## src/rtl/ddr_cmd_issuer.sv

```systemverilog
// DDR4 command issuer: tracks the open row of every bank and sequences PR/ACT/RD/WR under tRCD/tRP/tRAS/tCCD.
// Define REFRESH_EN to build the periodic refresh scheduler (PR-all, REF, tRFC wait).
module ddr_cmd_issuer #(
   parameter int ADDRWIDTH     = 17,
   parameter int BANKGROUPS    = 1,
   parameter int BANKSPERGROUP = 8,
   parameter int ROWS          = 512,
   parameter int COLUMNS       = 512,
   parameter int TRCD          = 4,
   parameter int TRP           = 4,
   parameter int TRAS          = 10,
   parameter int TCCD          = 2,
   parameter int TREFI         = 780,
   parameter int TRFC          = 26,
   localparam int BGWIDTH = $clog2(BANKGROUPS),
   localparam int BAWIDTH = $clog2(BANKSPERGROUP),
   localparam int ROWW    = $clog2(ROWS),
   localparam int COLW    = $clog2(COLUMNS)
) (
   input  logic                 clk,
   input  logic                 rst,
   input  logic                 req_valid,
   output logic                 req_ready,
   input  logic                 req_write,
   input  logic [BGWIDTH:0]     req_bg,
   input  logic [BAWIDTH:0]     req_ba,
   input  logic [ROWW-1:0]      req_row,
   input  logic [COLW-1:0]      req_col,
   output logic                 reset_n,
   output logic                 cke,
   output logic                 cs_n,
   output logic                 act_n,
   output logic [ADDRWIDTH-1:0] addr,
   output logic [BAWIDTH:0]     ba,
   output logic [BGWIDTH:0]     bg,
   output logic                 busy
);
   function automatic int imax(input int a, input int b);
      return (a > b) ? a : b;
   endfunction

   localparam int NB   = BANKGROUPS * BANKSPERGROUP;
   localparam int BIW  = (NB > 1) ? $clog2(NB) : 1;
   localparam int CMAX = imax(imax(imax(TRCD, TRP), imax(TRAS, TCCD)), imax(TRFC, TREFI));
   localparam int CW   = $clog2(CMAX + 1);
   localparam logic [3:0] OP_PR = 4'd3;
   localparam logic [3:0] OP_RD = 4'd4;
   localparam logic [3:0] OP_WR = 4'd6;
`ifdef REFRESH_EN
   localparam logic [3:0] OP_REF = 4'd5;
`endif

   typedef enum logic [3:0] {
      S_IDLE, S_PRE, S_WAIT_RP, S_ACT, S_WAIT_RCD, S_RW
`ifdef REFRESH_EN
      , S_REF_PRA, S_REF_WAIT_RP, S_REF, S_REF_WAIT_RFC
`endif
   } state_t;

   typedef enum logic [2:0] {
      C_NOP, C_ACT, C_PRE, C_RD, C_WR
`ifdef REFRESH_EN
      , C_PREA, C_REF
`endif
   } cmd_t;

   function automatic logic [BIW-1:0] bank_idx(input logic [BGWIDTH:0] g, input logic [BAWIDTH:0] b);
      logic [31:0] flat;
      flat = 32'(g) * 32'(BANKSPERGROUP) + 32'(b);
      return BIW'(flat % 32'(NB));
   endfunction

   state_t               state_q, state_d;
   logic [CW-1:0]        wait_q, wait_d, tccd_q, tccd_d;
   logic [NB-1:0]        open_q, open_d;
   logic [ROWW-1:0]      row_tab_q [NB];
   logic [ROWW-1:0]      row_tab_d [NB];
   logic [CW-1:0]        tras_q [NB];
   logic [CW-1:0]        tras_d [NB];
   logic                 lat_wr_q, lat_wr_d;
   logic [BGWIDTH:0]     lat_bg_q, lat_bg_d;
   logic [BAWIDTH:0]     lat_ba_q, lat_ba_d;
   logic [ROWW-1:0]      lat_row_q, lat_row_d;
   logic [COLW-1:0]      lat_col_q, lat_col_d;
   logic                 reset_n_q, cke_q, cs_n_q, cs_n_d, act_n_q, act_n_d;
   logic [ADDRWIDTH-1:0] addr_q, addr_d;
   logic [BAWIDTH:0]     ba_pin_q, ba_pin_d;
   logic [BGWIDTH:0]     bg_pin_q, bg_pin_d;
   cmd_t                 cmd;
   logic                 ready_int, refresh_due;
   logic                 sel_wr;
   logic [BGWIDTH:0]     sel_bg;
   logic [BAWIDTH:0]     sel_ba;
   logic [ROWW-1:0]      sel_row;
   logic [COLW-1:0]      sel_col;
   logic [BIW-1:0]       sel_idx;
   logic                 bank_open, row_hit, tras_ok, tccd_ok;

   // In IDLE the live request drives decisions; afterwards the latched copy does.
   always_comb begin
      if (state_q == S_IDLE) begin
         sel_wr = req_write; sel_bg = req_bg; sel_ba = req_ba; sel_row = req_row; sel_col = req_col;
      end else begin
         sel_wr = lat_wr_q; sel_bg = lat_bg_q; sel_ba = lat_ba_q; sel_row = lat_row_q; sel_col = lat_col_q;
      end
   end

   assign sel_idx   = bank_idx(sel_bg, sel_ba);
   assign bank_open = open_q[sel_idx];
   assign row_hit   = bank_open && (row_tab_q[sel_idx] == sel_row);
   assign tras_ok   = (tras_q[sel_idx] == '0);
   assign tccd_ok   = (tccd_q == '0);

`ifdef REFRESH_EN
   logic [CW-1:0] ref_cnt_q, ref_cnt_d;
   logic          ref_due_q, ref_due_d;
   logic          any_open, all_tras_ok;

   assign refresh_due = ref_due_q;
   assign any_open    = |open_q;

   always_comb begin
      all_tras_ok = 1'b1;
      for (int i = 0; i < NB; i++) if (tras_q[i] != '0) all_tras_ok = 1'b0;
   end

   always_comb begin
      ref_cnt_d = ref_cnt_q;
      ref_due_d = ref_due_q;
      if (cmd == C_REF) begin
         ref_cnt_d = '0;
         ref_due_d = 1'b0;
      end else if (cke_q && !ref_due_q) begin
         if (ref_cnt_q == CW'(TREFI - 1)) ref_due_d = 1'b1;
         else                             ref_cnt_d = ref_cnt_q + CW'(1);
      end
   end

   always_ff @(posedge clk or posedge rst) begin
      if (rst) begin
         ref_cnt_q <= '0;
         ref_due_q <= 1'b0;
      end else begin
         ref_cnt_q <= ref_cnt_d;
         ref_due_q <= ref_due_d;
      end
   end
`else
   assign refresh_due = 1'b0;
`endif

   always_ff @(posedge clk or posedge rst) begin
      if (rst) begin
         state_q <= S_IDLE;
         wait_q  <= '0;
      end else begin
         state_q <= state_d;
         wait_q  <= wait_d;
      end
   end

   // Wait states hold for T-1 cycles, so they are entered with T-2 and skipped entirely when T == 1.
   always_comb begin
      state_d = state_q;
      wait_d  = (wait_q != '0) ? wait_q - CW'(1) : '0;
      case (state_q)
         S_IDLE: begin
            if (cke_q) begin
`ifdef REFRESH_EN
               if (refresh_due) state_d = any_open ? S_REF_PRA : S_REF;
               else
`endif
               if (req_valid) begin
                  if (row_hit)        state_d = tccd_ok ? S_IDLE : S_RW;
                  else if (bank_open) state_d = S_PRE;
                  else                state_d = S_ACT;
               end
            end
         end
         S_PRE: if (tras_ok) begin
            state_d = (TRP > 1) ? S_WAIT_RP : S_ACT;
            wait_d  = CW'(TRP - 2);
         end
         S_WAIT_RP:  if (wait_q == '0) state_d = S_ACT;
         S_ACT: begin
            state_d = (TRCD > 1) ? S_WAIT_RCD : S_RW;
            wait_d  = CW'(TRCD - 2);
         end
         S_WAIT_RCD: if (wait_q == '0) state_d = S_RW;
         S_RW:       if (tccd_ok) state_d = S_IDLE;
`ifdef REFRESH_EN
         S_REF_PRA: if (all_tras_ok) begin
            state_d = (TRP > 1) ? S_REF_WAIT_RP : S_REF;
            wait_d  = CW'(TRP - 2);
         end
         S_REF_WAIT_RP: if (wait_q == '0) state_d = S_REF;
         S_REF: begin
            state_d = (TRFC > 1) ? S_REF_WAIT_RFC : S_IDLE;
            wait_d  = CW'(TRFC - 2);
         end
         S_REF_WAIT_RFC: if (wait_q == '0) state_d = S_IDLE;
`endif
         default: state_d = S_IDLE;
      endcase
   end

   always_comb begin
      cmd       = C_NOP;
      ready_int = 1'b0;
      case (state_q)
         S_IDLE: if (cke_q && !refresh_due && req_valid && row_hit && tccd_ok) begin
            cmd       = sel_wr ? C_WR : C_RD;
            ready_int = 1'b1;
         end
         S_PRE: if (tras_ok) cmd = C_PRE;
         S_ACT: cmd = C_ACT;
         S_RW: if (tccd_ok) begin
            cmd       = sel_wr ? C_WR : C_RD;
            ready_int = 1'b1;
         end
`ifdef REFRESH_EN
         S_REF_PRA: if (all_tras_ok) cmd = C_PREA;
         S_REF:     cmd = C_REF;
`endif
         default: cmd = C_NOP;
      endcase
   end

   always_comb begin
      open_d    = open_q;
      row_tab_d = row_tab_q;
      tccd_d    = tccd_ok ? '0 : tccd_q - CW'(1);
      for (int i = 0; i < NB; i++) tras_d[i] = (tras_q[i] != '0) ? tras_q[i] - CW'(1) : '0;
      lat_wr_d = lat_wr_q; lat_bg_d = lat_bg_q; lat_ba_d = lat_ba_q; lat_row_d = lat_row_q; lat_col_d = lat_col_q;
      if (state_q == S_IDLE) begin
         lat_wr_d = req_write; lat_bg_d = req_bg; lat_ba_d = req_ba; lat_row_d = req_row; lat_col_d = req_col;
      end
      case (cmd)
         C_ACT: begin
            open_d[sel_idx]    = 1'b1;
            row_tab_d[sel_idx] = sel_row;
            tras_d[sel_idx]    = CW'(TRAS - 1);
         end
         C_PRE:       open_d[sel_idx] = 1'b0;
         C_RD, C_WR:  tccd_d = CW'(TCCD - 1);
`ifdef REFRESH_EN
         C_PREA:      open_d = '0;
`endif
         default: ;
      endcase
   end

   always_comb begin
      cs_n_d   = 1'b1;
      act_n_d  = 1'b1;
      addr_d   = '0;
      ba_pin_d = '0;
      bg_pin_d = '0;
      case (cmd)
         C_ACT: begin
            cs_n_d = 1'b0; act_n_d = 1'b0; addr_d[ROWW-1:0] = sel_row;
            ba_pin_d = sel_ba; bg_pin_d = sel_bg;
         end
         C_PRE: begin
            cs_n_d = 1'b0; addr_d[ADDRWIDTH-1 -: 4] = OP_PR;
            ba_pin_d = sel_ba; bg_pin_d = sel_bg;
         end
         C_RD, C_WR: begin
            cs_n_d = 1'b0; addr_d[ADDRWIDTH-1 -: 4] = (cmd == C_WR) ? OP_WR : OP_RD;
            addr_d[COLW-1:0] = sel_col; ba_pin_d = sel_ba; bg_pin_d = sel_bg;
         end
`ifdef REFRESH_EN
         C_PREA: begin
            cs_n_d = 1'b0; addr_d[ADDRWIDTH-1 -: 4] = OP_PR; addr_d[10] = 1'b1;
         end
         C_REF: begin
            cs_n_d = 1'b0; addr_d[ADDRWIDTH-1 -: 4] = OP_REF;
         end
`endif
         default: ;
      endcase
   end

   always_ff @(posedge clk or posedge rst) begin
      if (rst) begin
         open_q    <= '0;
         tccd_q    <= '0;
         for (int i = 0; i < NB; i++) begin
            row_tab_q[i] <= '0;
            tras_q[i]    <= '0;
         end
         lat_wr_q  <= 1'b0; lat_bg_q <= '0; lat_ba_q <= '0; lat_row_q <= '0; lat_col_q <= '0;
         reset_n_q <= 1'b0; cke_q    <= 1'b0;
         cs_n_q    <= 1'b1; act_n_q  <= 1'b1; addr_q   <= '0; ba_pin_q  <= '0; bg_pin_q  <= '0;
      end else begin
         open_q    <= open_d;
         tccd_q    <= tccd_d;
         row_tab_q <= row_tab_d;
         tras_q    <= tras_d;
         lat_wr_q  <= lat_wr_d; lat_bg_q <= lat_bg_d; lat_ba_q <= lat_ba_d;
         lat_row_q <= lat_row_d; lat_col_q <= lat_col_d;
         reset_n_q <= 1'b1;
         cke_q     <= reset_n_q;
         cs_n_q    <= cs_n_d; act_n_q <= act_n_d; addr_q <= addr_d;
         ba_pin_q  <= ba_pin_d; bg_pin_q <= bg_pin_d;
      end
   end

   assign req_ready = ready_int;
   assign busy      = (state_q != S_IDLE);
   assign reset_n   = reset_n_q;
   assign cke       = cke_q;
   assign cs_n      = cs_n_q;
   assign act_n     = act_n_q;
   assign addr      = addr_q;
   assign ba        = ba_pin_q;
   assign bg        = bg_pin_q;
endmodule

```

## config.mk

```make
export PLATFORM = sky130hd
export DESIGN_NAME = ddr_cmd_issuer
export DESIGN_NICKNAME = d
export VERILOG_FILES = /design/src/rtl/ddr_cmd_issuer.sv
export SDC_FILE = /design/constraint.sdc
export NUM_CORES = 1
export LEC_CHECK = 0
export BUFFER_PORTS_ARGS = -buffer_cell sky130_fd_sc_hd__buf_2
export CAP_MARGIN = 20
export CORE_ASPECT_RATIO = 1.75
export CORE_MARGIN = 5
export CORE_UTILIZATION = 50
export DETAILED_ROUTE_END_ITERATION = 8
export PLACE_DENSITY = 0.72
export SYNTH_ARGS = -nofsm -noshare
export SYNTH_HDL_FRONTEND = slang
export SYNTH_SLANG_ARGS = --single-unit
```

## constraint.sdc

```tcl
create_clock -name clk -period 13.6 [get_ports clk]
set_input_delay 2.72 -clock clk [delete_from_list [all_inputs] [get_ports clk]]
set_output_delay 2.72 -clock clk [all_outputs]
set_load 0.02 [all_outputs]
```

# ---- Word-level counts from Yosys, hierarchy flattened
# Cells that the tools add are included.
dict set report word_totals {
  register_bits 230
  in_bits 27
  output_inout_bits 28
}
dict set report classes {
  addsub 11
  n_lt_le_gt_ge 4
  eq_ne 16
  muxes 60
  bitwise_logic 7
  reduce_logical 24
}
# cell n
set ops {}
lappend ops {{$mux W10} 15}
lappend ops {{$sub A10 B1 Y10 const B} 10}
lappend ops {{$reduce_bool A10 Y1} 9}
lappend ops {{$mux W80} 1}
lappend ops {{$bwmux W72} 1}
lappend ops {{$and A64 B64 Y64} 1}
lappend ops {{$not A64 Y64} 1}
lappend ops {{$mux W9} 5}
lappend ops {{$mux W4} 8}
lappend ops {{$bmux W10 S3} 1}
lappend ops {{$demux W10 S3} 1}
lappend ops {{$logic_not A10 Y1} 3}
lappend ops {{$bmux W9 S3} 1}
lappend ops {{$demux W9 S3} 1}
lappend ops {{$pmux W4 S6} 1}
lappend ops {{$pmux W10 S2} 1}
lappend ops {{$pmux W9 S2} 1}
lappend ops {{$or A16 B16 Y16} 1}
lappend ops {{$pmux W8 S2} 1}
lappend ops {{$mux W3} 5}
lappend ops {{$ne A2 B2 Y1 const B} 6}
lappend ops {{$pmux W3 S4} 1}
lappend ops {{$eq A9 B9 Y1} 1}
lappend ops {{$mux W1} 9}
lappend ops {{other kinds (27)} 37}

# ---- Depth between registers and ports, before layout
dict set report logic_depth {
  ltp_word 16
  ltp_mapped 14
}

# ---- Worst setup path before layout
# Ideal clock, no wire load.
dict set report synth_timing {
  path_type {input-to-output}
  from {in req_ba[0]}
  to {out req_ready}
  t_arrival_ns 4.889
  required_time_ns 10.880
  path_slack_ns 5.991
  stages 10
  path_buffers 2
  cell_sequence {buf_4 -> or4b_2 -> nand3_1 -> o211ai_1 -> a31oi_1 -> o211ai_1 -> nor4_4 -> a31oi_4 -> buf_6 -> inv_1}
}
dict set report synth_via {
  elab_chain_len 12
  elab_cells_between_ends 14
}
# element line_no
set synth_lines {}
lappend synth_lines {{from (decl)} 26} ;# input logic [BAWIDTH:0] req_ba,
lappend synth_lines {{$mux W4 *} n/a}
lappend synth_lines {{$add A1 B3 Y3 *} 69} ;# flat = 32'(g) * 32'(BANKSPERGROUP) + 32'(b);
lappend synth_lines {{$not A3 Y4 (not written as such)} 110} ;# assign row_hit = bank_open && (row_tab_q[sel_idx] == sel_row);
lappend synth_lines {{$bmux W9 S3} 110}
lappend synth_lines {{$mux W9 (not written as such) (2 in series)} 110}
lappend synth_lines {{$eq A9 B9 Y1} 110}
lappend synth_lines {{$logic_and A1 B1 Y1 *} 110}
lappend synth_lines {{$logic_and A1 B1 Y1 * (2 in series)} 211} ;# S_IDLE: if (cke_q && !refresh_due && req_valid && row_hit && tccd_ok) begin
lappend synth_lines {{$mux W1 *} 211}
lappend synth_lines {{$pmux W1 S2 *} 210} ;# case (state_q)
lappend synth_lines {{to (decl)} 23} ;# output logic req_ready,
# Mark *: on every way between the ends. The rest lies on a longest branch, timed or not. The select of a mux whose other input is x is not followed.

# ---- Final worst setup path
# Same ends and word-level chain as after synthesis.

==> run summary <==
status = completed
final-stage net count = 1232
hold path startpoint = reset_n
# Post-CTS Setup Buffers = 0
Top FF cell, synth = dfrtp_1
peak fanout along the critical path = 29
setup ws final = 4.77 ns
H-tree levels = 1
Post-DP HPWL = 20.1 mm
I/O pin total = 55
CTS tree = yes
hold slack = 0.386 ns
Final Cell Area = 12700 um2
Tmin final = 8.83 ns
Yosys top cell area share = 49.0%
fill cell count = 1954
WS Path Type = in -> out
crit end category = primary output
Remaining Overflow, GRT = 0
Antenna diodes = 0
Yosys warnings = 0
number of flops mapped to enable cells by yosys = 0
remaining antenna violation count = 0
drt wl/cell = 19.3 um
DIE AREA = 26400 um2
total CTS buffers = 21
measured slew at the worst slew-check pin = 1.03 ns
Synth area leaders = dfrtp_1, nor2_1, mux2i_1
Root Driver = clkbuf_16
number of global-route vias before repair = 9177
syn avg cell area = 9.84 um2
pwr dens = 245 nW/um2
starting density of the core = 50.8%
Final Setup Violations = 0
Post-synth ARST share = 100%
gr usage total = 22.2%
RSZ-0062 raised after global routing = false
TNS Setup = 0 ns
P_leak = 5.46 nW
largest net degree at the start of global routing = 105
Synth Register Bits = 228
fraction of layout cells with a size suffix above 1 = 13.0%
final WL = 29.0 mm
Core ar. = 22700 um2
maximum root-to-sink buffer count = 3
RePlAce Congestion = 0.988
Pre-Repair DR Iteration Count = 5
CP arrival = 6.11 ns
Worst R2R Setup Slack = 8.42 ns
HP Class = reg -> reg
Max Slew Vio Count = 0
reg-to-reg critical path startpoint = state_q[1]
fin crit share = 64.9%
Distinct cells, synth = 88
Die Span Y = 211 um
Post-CTS Hold Buffers = 0
Iteration-0 DRC Markers = 711
Worst Path Required = 10.88 ns
area leader, netlist = dfrtp_1
Syn Std Cell Area = 11500 um2
VDD IR max = 0.157 mV
CP Launch Type = input pin
CTS sink count = 228
DR vias = 8917
max_cap viols = 0
Hold EP = cke
Placed Instance Area = 12000 um2
Die Width = 125 um
power consumption = 0.00310 W
Reg2Reg Depth = 11
max_slew headroom = 29.6%
clock latency on the worst-skew pair = 0.52 ns
num rows = 73
post-synthesis sequential area ratio = 49.4%
Post-Syn Instances = 1174
Clock Skew = 0.0274 ns
post-CTS sizing = 0
Port Buf Inserts = 49
first-pass GRT wire length = 48.3 mm
vias per std cell = 5.92
Hold Vio Cnt, Final = 0
Reg clk slew, reported paths = 0.07 ns
initial antenna violation count = 0
FMAX = 113 MHz
Cells on Worst Hold Path = 0
Reg-to-Reg End = ba[1]
area grow syn2layout = 9.67%
DRC violations left = 0
pre-CTS setup slack = 4.80 ns
## sequential cells by signal, indices dropped and copies added, names as in the netlist, named ones only
register   cells
act_n          1
addr          12
ba             4
bg             1
cke            1
cs_n           1
lat_ba_q       4
lat_bg_q       1
lat_col_q      9
lat_row_q      9
lat_wr_q       1
reset_n        1
row_tab_q     72
state_q        3
tccd_q        10
tras_q        80
wait_q        10
## worst max-delay path by stage
stage,from,endpoint
floorplan,rst,async pin
global placement,req_ba[0],req_ready
detailed placement,req_ba[0],req_ready
CTS,req_ba[0],req_ready
global route,req_ba[0],req_ready
finish,req_ba[0],req_ready
## critical path, cell delays in order
cell and delay [ns]:
buf_2 0.56, nor4b_2 0.45, nor2_2 0.23, inv_2 0.32, a221oi_1 0.17, nor4_2 0.41, o211ai_1 0.19, nor4_4 0.39
a31oi_4 0.35, inv_1 0.12, buf_2 0.17
## per-layer routing
metal	vias up	global-route usage [%]	part of all wire [%]
li1	4181	-	-
met1	4341	27.5	40
met2	305	39.3	50
met3	90	2.73	5.4
met4	0	9.66	4.5
met5	-	0	0
## synthesized netlist by cell type, types with 11 or more instances
library cell	number
dfrtp_1	226
nor2_1	144
nand2_1	95
o21ai_0	84
a21oi_1	55
inv_1	53
xnor2_1	50
mux2i_1	48
nor3_1	46
clkbuf_1	38
nor4_1	27
nand3_1	22
buf_2	15
nor2b_1	14
or4_1	13
o22ai_1	12
ha_1	11
mux4_2	11
## logic make-up (layout without fill, tap and decap cells)
| kind of cell | Yosys count | in the layout | synth area share, % |
|---|---|---|---|
| AO/OA/AOI/OAI | 247 | 247 | 14.1 |
| XOR/XNOR | 60 | 60 | 4.55 |
| adder cells (fa/ha/maj) | 11 | 11 | 1.19 |
| buffers and inverters | 127 | 156 | 4.74 |
| flip-flops | 228 | 228 | 49.4 |
| multiplexers | 73 | 73 | 7.91 |
| other | 2 | 6 | 0.0650 |
| AND/OR/NAND/NOR | 426 | 426 | 18.0 |
## where the power goes
group / internal (W) / total [W] / switching (W)
registers: 0.000967 / 0.00123 / 0.000261
clock network: 0.000344 / 0.000603 / 0.000259
logic: 0.000519 / 0.00127 / 0.000751
## layout by cell type, fill, tap and decap left out, types with 7 or more instances in the layout
cell type and instances:
nand2_1 95, clkbuf_16 21, or3_1 7, mux2i_1 48, dfrtp_1 226, inv_1 52
buf_2 49, mux2_2 9, nor3b_1 9, nor2_1 144, ha_1 11, a211oi_1 7
nand3_1 22, buf_4 13, a21oi_1 55, xnor2_1 50, nor3_1 44, or2_2 10
mux4_2 11, nor4_1 27, nor2b_1 14, or4_1 13, nand2b_1 7, o21ai_0 84
o22a_1 9, xor2_1 10, o22ai_1 12
## layout make-up
type / count / area (um2) / area share [%]
clock inverter: 9 / 109 / 0.859
tap: 300 / 375 / 2.96
inverter: 58 / 225 / 1.78
sequential: 228 / 5710 / 45.1
timing repair buffer: 62 / 343 / 2.71
clock buffer: 27 / 588 / 4.64
multi-input combinational: 823 / 5320 / 42.0
## per-stage QoR
| stage | util (%) | std cells |
|---|---|---|
| 2_1_floorplan | - | 1178 |
| 3_3_place_gp | 52.6 | 1471 |
| 3_5_place_dp | 52.6 | 1471 |
| 4_1_cts | 55.7 | 1507 |
| 5_1_grt | 55.7 | 1507 |
| 6_report | 55.7 | 1507 |
Power figures use the tool's default switching activity.
